--- src/rtl/approx_adder_pipe_if.sv ---
// Operand/result stream and error-monitor statistics bundle for approx_adder_pipe.
// The adder uses the slave view; the operand source / result sink uses master.
interface approx_adder_pipe_if #(
   parameter int WIDTH = 4
);
   logic             in_valid;
   logic             in_ready;
   logic [WIDTH-1:0] in_a;
   logic [WIDTH-1:0] in_b;
   logic             out_valid;
   logic             out_ready;
   logic [WIDTH:0]   out_sum;
   logic [WIDTH:0]   out_err;
   logic             stat_clr;
   logic [31:0]      stat_samples;
   logic [15:0]      stat_viol;
   logic [WIDTH:0]   stat_max_err;
   logic             viol_flag;

   modport slave (
      input  in_valid, in_a, in_b, out_ready, stat_clr,
      output in_ready, out_valid, out_sum, out_err,
             stat_samples, stat_viol, stat_max_err, viol_flag
   );

   modport master (
      output in_valid, in_a, in_b, out_ready, stat_clr,
      input  in_ready, out_valid, out_sum, out_err,
             stat_samples, stat_viol, stat_max_err, viol_flag
   );
endinterface

--- src/rtl/approx_adder_pipe.sv ---
// Two-stage valid/ready lower-part-OR approximate adder with an optional error
// monitor, built only when APPROX_ERR_MON_EN is defined.
module approx_adder_pipe #(
   parameter int WIDTH       = 4,
   parameter int APPROX_BITS = 2,
   parameter int ET          = 1
) (
   input  logic                clk,
   input  logic                rst,
   approx_adder_pipe_if.slave  bus
);
   localparam int K = APPROX_BITS;

   logic             r_s1_valid;
   logic [WIDTH-1:0] r_a;
   logic [WIDTH-1:0] r_b;
   logic             r_s2_valid;
   logic [WIDTH:0]   r_sum;
   logic             w_s2_load;
   logic             w_s1_load;
   logic [WIDTH:0]   w_approx;

   assign w_s2_load    = !r_s2_valid || bus.out_ready;
   assign w_s1_load    = !r_s1_valid || w_s2_load;
   assign bus.in_ready = w_s1_load;

   // Low K bits are OR-ed; their top AND feeds the exact upper adder as carry-in.
   generate
      if (K == 0) begin : g_exact
         assign w_approx = {1'b0, r_a} + {1'b0, r_b};
      end else if (K == WIDTH) begin : g_all_or
         assign w_approx = {r_a[K-1] & r_b[K-1], r_a | r_b};
      end else begin : g_split
         logic [WIDTH-K:0] w_hi;
         assign w_hi = {1'b0, r_a[WIDTH-1:K]} + {1'b0, r_b[WIDTH-1:K]}
                     + {{(WIDTH-K){1'b0}}, r_a[K-1] & r_b[K-1]};
         assign w_approx = {w_hi, r_a[K-1:0] | r_b[K-1:0]};
      end
   endgenerate

   // NOTE: clocked state uses non-blocking (<=) so every register samples pre-edge values.
   always_ff @(posedge clk or posedge rst) begin
      if (rst) begin
         r_s1_valid <= 1'b0;
         r_a        <= '0;
         r_b        <= '0;
      end else if (w_s1_load) begin
         r_s1_valid <= bus.in_valid;
         if (bus.in_valid) begin
            r_a <= bus.in_a;
            r_b <= bus.in_b;
         end
      end
   end

   always_ff @(posedge clk or posedge rst) begin
      if (rst) begin
         r_s2_valid <= 1'b0;
         r_sum      <= '0;
      end else if (w_s2_load) begin
         r_s2_valid <= r_s1_valid;
         if (r_s1_valid) r_sum <= w_approx;
      end
   end

   assign bus.out_valid = r_s2_valid;
   assign bus.out_sum   = r_sum;

`ifdef APPROX_ERR_MON_EN
   localparam logic [WIDTH:0] ET_W = (WIDTH+1)'(ET);

   logic [WIDTH:0] w_exact;
   logic [WIDTH:0] w_err;
   logic [WIDTH:0] r_err;
   logic [WIDTH:0] r_max_err;
   logic [31:0]    r_samples;
   logic [15:0]    r_viol;
   logic           r_viol_flag;
   logic           w_out_xfer;

   // The carry-in into the upper part can push the result above the exact sum.
   assign w_exact    = {1'b0, r_a} + {1'b0, r_b};
   assign w_err      = (w_exact >= w_approx) ? (w_exact - w_approx) : (w_approx - w_exact);
   assign w_out_xfer = r_s2_valid && bus.out_ready;

   always_ff @(posedge clk or posedge rst) begin
      if (rst)                          r_err <= '0;
      else if (w_s2_load && r_s1_valid) r_err <= w_err;
   end

   always_ff @(posedge clk or posedge rst) begin
      if (rst) begin
         r_samples   <= '0;
         r_viol      <= '0;
         r_max_err   <= '0;
         r_viol_flag <= 1'b0;
      end else if (bus.stat_clr) begin
         r_samples   <= '0;
         r_viol      <= '0;
         r_max_err   <= '0;
         r_viol_flag <= 1'b0;
      end else if (w_out_xfer) begin
         if (r_samples != '1) r_samples <= r_samples + 32'd1;
         if (r_err > ET_W) begin
            if (r_viol != '1) r_viol <= r_viol + 16'd1;
            r_viol_flag <= 1'b1;
         end
         if (r_err > r_max_err) r_max_err <= r_err;
      end
   end

   assign bus.out_err      = r_err;
   assign bus.stat_samples = r_samples;
   assign bus.stat_viol    = r_viol;
   assign bus.stat_max_err = r_max_err;
   assign bus.viol_flag    = r_viol_flag;
`else
   logic w_unused_cfg;
   assign w_unused_cfg = bus.stat_clr | (ET > 0);

   assign bus.out_err      = '0;
   assign bus.stat_samples = '0;
   assign bus.stat_viol    = '0;
   assign bus.stat_max_err = '0;
   assign bus.viol_flag    = 1'b0;
`endif
endmodule

--- src/flat_wrapper.sv ---
// flat-port wrapper written by rule: the top's interface ports become plain ports
module approx_adder_pipe_flat 
#(
   parameter int WIDTH       = 4,
   parameter int APPROX_BITS = 2,
   parameter int ET          = 1
)
  (clk, rst, bus_in_valid, bus_in_a, bus_in_b, bus_out_ready, bus_stat_clr, bus_in_ready, bus_out_valid, bus_out_sum, bus_out_err, bus_stat_samples, bus_stat_viol, bus_stat_max_err, bus_viol_flag);
  approx_adder_pipe_if #(.WIDTH(WIDTH)) bus_i ();
  input  logic clk;
  input  logic rst;
  input wire logic [$bits(bus_i.in_valid)-1:0] bus_in_valid;
  input wire logic [$bits(bus_i.in_a)-1:0] bus_in_a;
  input wire logic [$bits(bus_i.in_b)-1:0] bus_in_b;
  input wire logic [$bits(bus_i.out_ready)-1:0] bus_out_ready;
  input wire logic [$bits(bus_i.stat_clr)-1:0] bus_stat_clr;
  output wire logic [$bits(bus_i.in_ready)-1:0] bus_in_ready;
  output wire logic [$bits(bus_i.out_valid)-1:0] bus_out_valid;
  output wire logic [$bits(bus_i.out_sum)-1:0] bus_out_sum;
  output wire logic [$bits(bus_i.out_err)-1:0] bus_out_err;
  output wire logic [$bits(bus_i.stat_samples)-1:0] bus_stat_samples;
  output wire logic [$bits(bus_i.stat_viol)-1:0] bus_stat_viol;
  output wire logic [$bits(bus_i.stat_max_err)-1:0] bus_stat_max_err;
  output wire logic [$bits(bus_i.viol_flag)-1:0] bus_viol_flag;
  assign bus_i.in_valid = bus_in_valid;
  assign bus_i.in_a = bus_in_a;
  assign bus_i.in_b = bus_in_b;
  assign bus_i.out_ready = bus_out_ready;
  assign bus_i.stat_clr = bus_stat_clr;
  assign bus_in_ready = bus_i.in_ready;
  assign bus_out_valid = bus_i.out_valid;
  assign bus_out_sum = bus_i.out_sum;
  assign bus_out_err = bus_i.out_err;
  assign bus_stat_samples = bus_i.stat_samples;
  assign bus_stat_viol = bus_i.stat_viol;
  assign bus_stat_max_err = bus_i.stat_max_err;
  assign bus_viol_flag = bus_i.viol_flag;
  approx_adder_pipe #(.WIDTH(WIDTH), .APPROX_BITS(APPROX_BITS), .ET(ET)) u_core (.clk(clk), .rst(rst), .bus(bus_i));
endmodule
--- config.mk ---
export PLATFORM = sky130hd
export DESIGN_NAME = approx_adder_pipe_flat
export DESIGN_NICKNAME = d
export VERILOG_FILES = /design/src/rtl/approx_adder_pipe_if.sv /design/src/rtl/approx_adder_pipe.sv /design/src/flat_wrapper.sv
export SDC_FILE = /design/constraint.sdc
export NUM_CORES = 1
export LEC_CHECK = 0
export ABC_AREA = 0
export CORE_MARGIN = 2
export CORE_UTILIZATION = 25
export CTS_CLUSTER_DIAMETER = 100
export DETAILED_ROUTE_END_ITERATION = 10
export MAX_ROUTING_LAYER = met4
export PLACE_DENSITY = 0.64
export SYNTH_ARGS = -nofsm -noshare
export SYNTH_HDL_FRONTEND = slang
export SYNTH_SLANG_ARGS = --single-unit
--- constraint.sdc ---
create_clock -name clk -period 1.4 [get_ports clk]
set_input_delay 0.35 -clock clk [delete_from_list [all_inputs] [get_ports clk]]
set_output_delay 0.35 -clock clk [all_outputs]
set_load 0.005 [all_outputs]
==> flow_summary.toml <==
[pwr]
total_power_w = 0.001289
swShare = 0.2770
clkPwrFrac = 0.266
leakage_nw = 0.6742
powerDensity_nw_per_um2 = 1009
combPwrFrac = 0.299
ir_worst_vdd_mv = 0.6217
intPower_w = 0.0009323
p_switching_w = 0.0003571
pwr-share-seq = 0.435

[die]
io_pins = 79
die_h_microns = 71.19
die_w_microns = 71.19
die_area_sq_um = 5068
rows = 24
core-area_sq_um = 4354
start_util = 0.2592

[yosys]
synth_cell_types = 14
avgSynthCellArea_sq_um = 10.35
ys_ff_latch = 15
yosysSeqAreaShare = 0.3326
synthCells = 109
synth_area_sq_um = 1129
ys_warn_count = 0

[finish]
regArea_sq_um = 375.4
area_growth_pct = 13.19
layout.cells.non_filler = 193
multi_input_area_sq_um = 514.2
nFillCells = 448
nNetsFinal = 157
drive_above_1_share = 0.2057
antenna_cells = 0

[clocking]
cts_buffers = 3
cts_root_buf = "clkbuf_8"
htreeDepth = 1
clk_pin_slew_ns = 0.06
tritoncts = "yes"
clk_latency_ns = 0.24
clockBufferDepth = 2
ctsHoldBuffers = 0
cts_sinks = 15

[placement]
dp_cells = 187
place_congestion = 0.7071
dp_hpwl_mm = 1.277
io_buffers = 18

[setup_path]
critPathKind = "flip-flop to flip-flop"
path_max_fanout = 2
arrival_ns = 1.59
cp.required_ns = 1.53
crit_path_end_kind = "flip-flop"
startpoint_type = "flip-flop"

[timing]
fin_setup_tns_ns = -0.06056
fmax_mhz = 684.7
timing.hold.ws_ns = 0.4196
period_share = 1.043
skew_ns = 0.0007292
post-route-min-period_ns = 1.461
setup_slack_ns = -0.06056
hold_violations = 0
rsz0062_at_grt = "yes"
drv_slew = 0
finalSetupViolations = 1

[outcome]
violations = "setup timing"
outcome = "finished with violations"

[detailed_routing]
num_vias = 620
drt_iter0_drc = 1
drt_wl_total_mm = 1.530
wire_per_inst_microns = 7.927
drc = 0
viasPerCell = 3.212
postRouteAntennaNets = 0
firstDrtPassIters = 4

[grt]
grt_max_degree = 16
first_global_vias = 518
antenna_found_initial = 0
grt_use_total = 0.05872
grt_pass1_wl_mm = 2.242
grt.overflow.total = 0

[hold_path]
hold_class = "input pin to asynchronous set/reset pin"

[run]
cap_viol_max_count = 0
## cell families after synthesis
| family | share of synthesized area |
|---|---|
| multiplexers | 0.1064 |
| other | 0.003323 |
| flip-flops | 0.3326 |
| AND/OR/NAND/NOR | 0.06874 |
| AO/OA/AOI/OAI | 0.04435 |
| buffers and inverters | 0.4091 |
| adder cells (fa/ha/maj) | 0.03548 |
## cell type report
type | instances | share of cell area
Multi-Input combinational cell | 88 | 0.4025
Sequential cell | 15 | 0.2938
Tap cell | 52 | 0.05093
Timing Repair Buffer | 29 | 0.2027
Clock buffer | 4 | 0.03526
Inverter | 5 | 0.01469
## state kept, by name (all words and copies together), names as in the netlist
signal                count
u_core.r_s1_valid         1
u_core.r_a                4
u_core.r_b                4
u_core.bus.out_sum        5
u_core.bus.out_valid      1
## cells in the mapped netlist (all sizes together)
cell type	n	share of area
inv	5	0.017
mux2	8	0.11
buf	59	0.39
nand2	2	0.021
dfrtp	15	0.33
nand2b	2	0.011
or2b	1	0.0067
nor2	2	0.0067
and2	1	0.0055
conb	1	0.0033
nand3b	1	0.018
a21oi	10	0.044
fa	2	0.035
## power groups by stage
stage	clock network, W	registers (W)	logic (W)
floorplan	0	0.000570	0.000317
global placement	0	0.000570	0.000398
detailed placement	0	0.000570	0.000408
CTS	0.000352	0.000559	0.000385
global route	0.000381	0.000572	0.000430
finish	0.000343	0.000561	0.000386
## through the flow
stage | cell area (sq um) | util | worst slack, ns
after floorplan | 1349 | - | 0.003306
after global placement | 1219 | 0.2799 | -0.3854
after detailed placement | 1219 | 0.2799 | -0.4000
after CTS | 1265 | 0.2905 | -0.06899
after global routing | 1277 | 0.2934 | -0.09641
final | 1277 | 0.2934 | -0.06056
## layer usage
metal | GRT usage | up-vias | share of wire
met5 | - | - | 0
met4 | 0.02516 | 0 | 0.010
met3 | 0.01852 | 2 | 0.087
met2 | 0.1029 | 39 | 0.54
met1 | 0.05986 | 288 | 0.36
li1 | - | 291 | -
## worst paths after layout
kind / end / cells after the start / start / slack [ns]
max in group asynchronous: u_core.r_b[3] / 3 / rst / 0.81
min in group clk: u_core.r_a[0] / 1 / u_core.r_a[0] / 0.51
worst min register to register: u_core.r_a[0] / 1 / u_core.r_a[0] / 0.51
worst min-delay path: u_core.bus.out_sum[0] / 3 / rst / 0.42
worst max-delay path: u_core.bus.out_sum[3] / 4 / u_core.r_b[2] / -0.06
worst max register to register: u_core.bus.out_sum[3] / 4 / u_core.r_b[2] / -0.06
## what timing repair did
action,in CTS,in global routing
setup endpoints to repair,8,5
resized for setup,12,3
setup buffers,1,1
pin swaps,0,0
## critical path, stage by stage, from the launching register on
cell     delay, ns
dfrtp_1       0.36
inv_2         0.05
fa_2          0.39
fa_1          0.49
a21oi_1       0.06
## cells in the final DEF (no fill, tap or decap), drive strengths merged
master          n
conb           59
dfrtp          15
buf            12
a21oi          10
clkdlybuf4s50  10
mux2            8
dlygate4sd2     6
inv             5
clkbuf          4
nand2b          2
nor2            2
nand2           2
fa              2
nand3b          1
or2b            1
and2            1
dlymetal6s2s    1
Note: power is estimated with default switching activity, not from simulation.
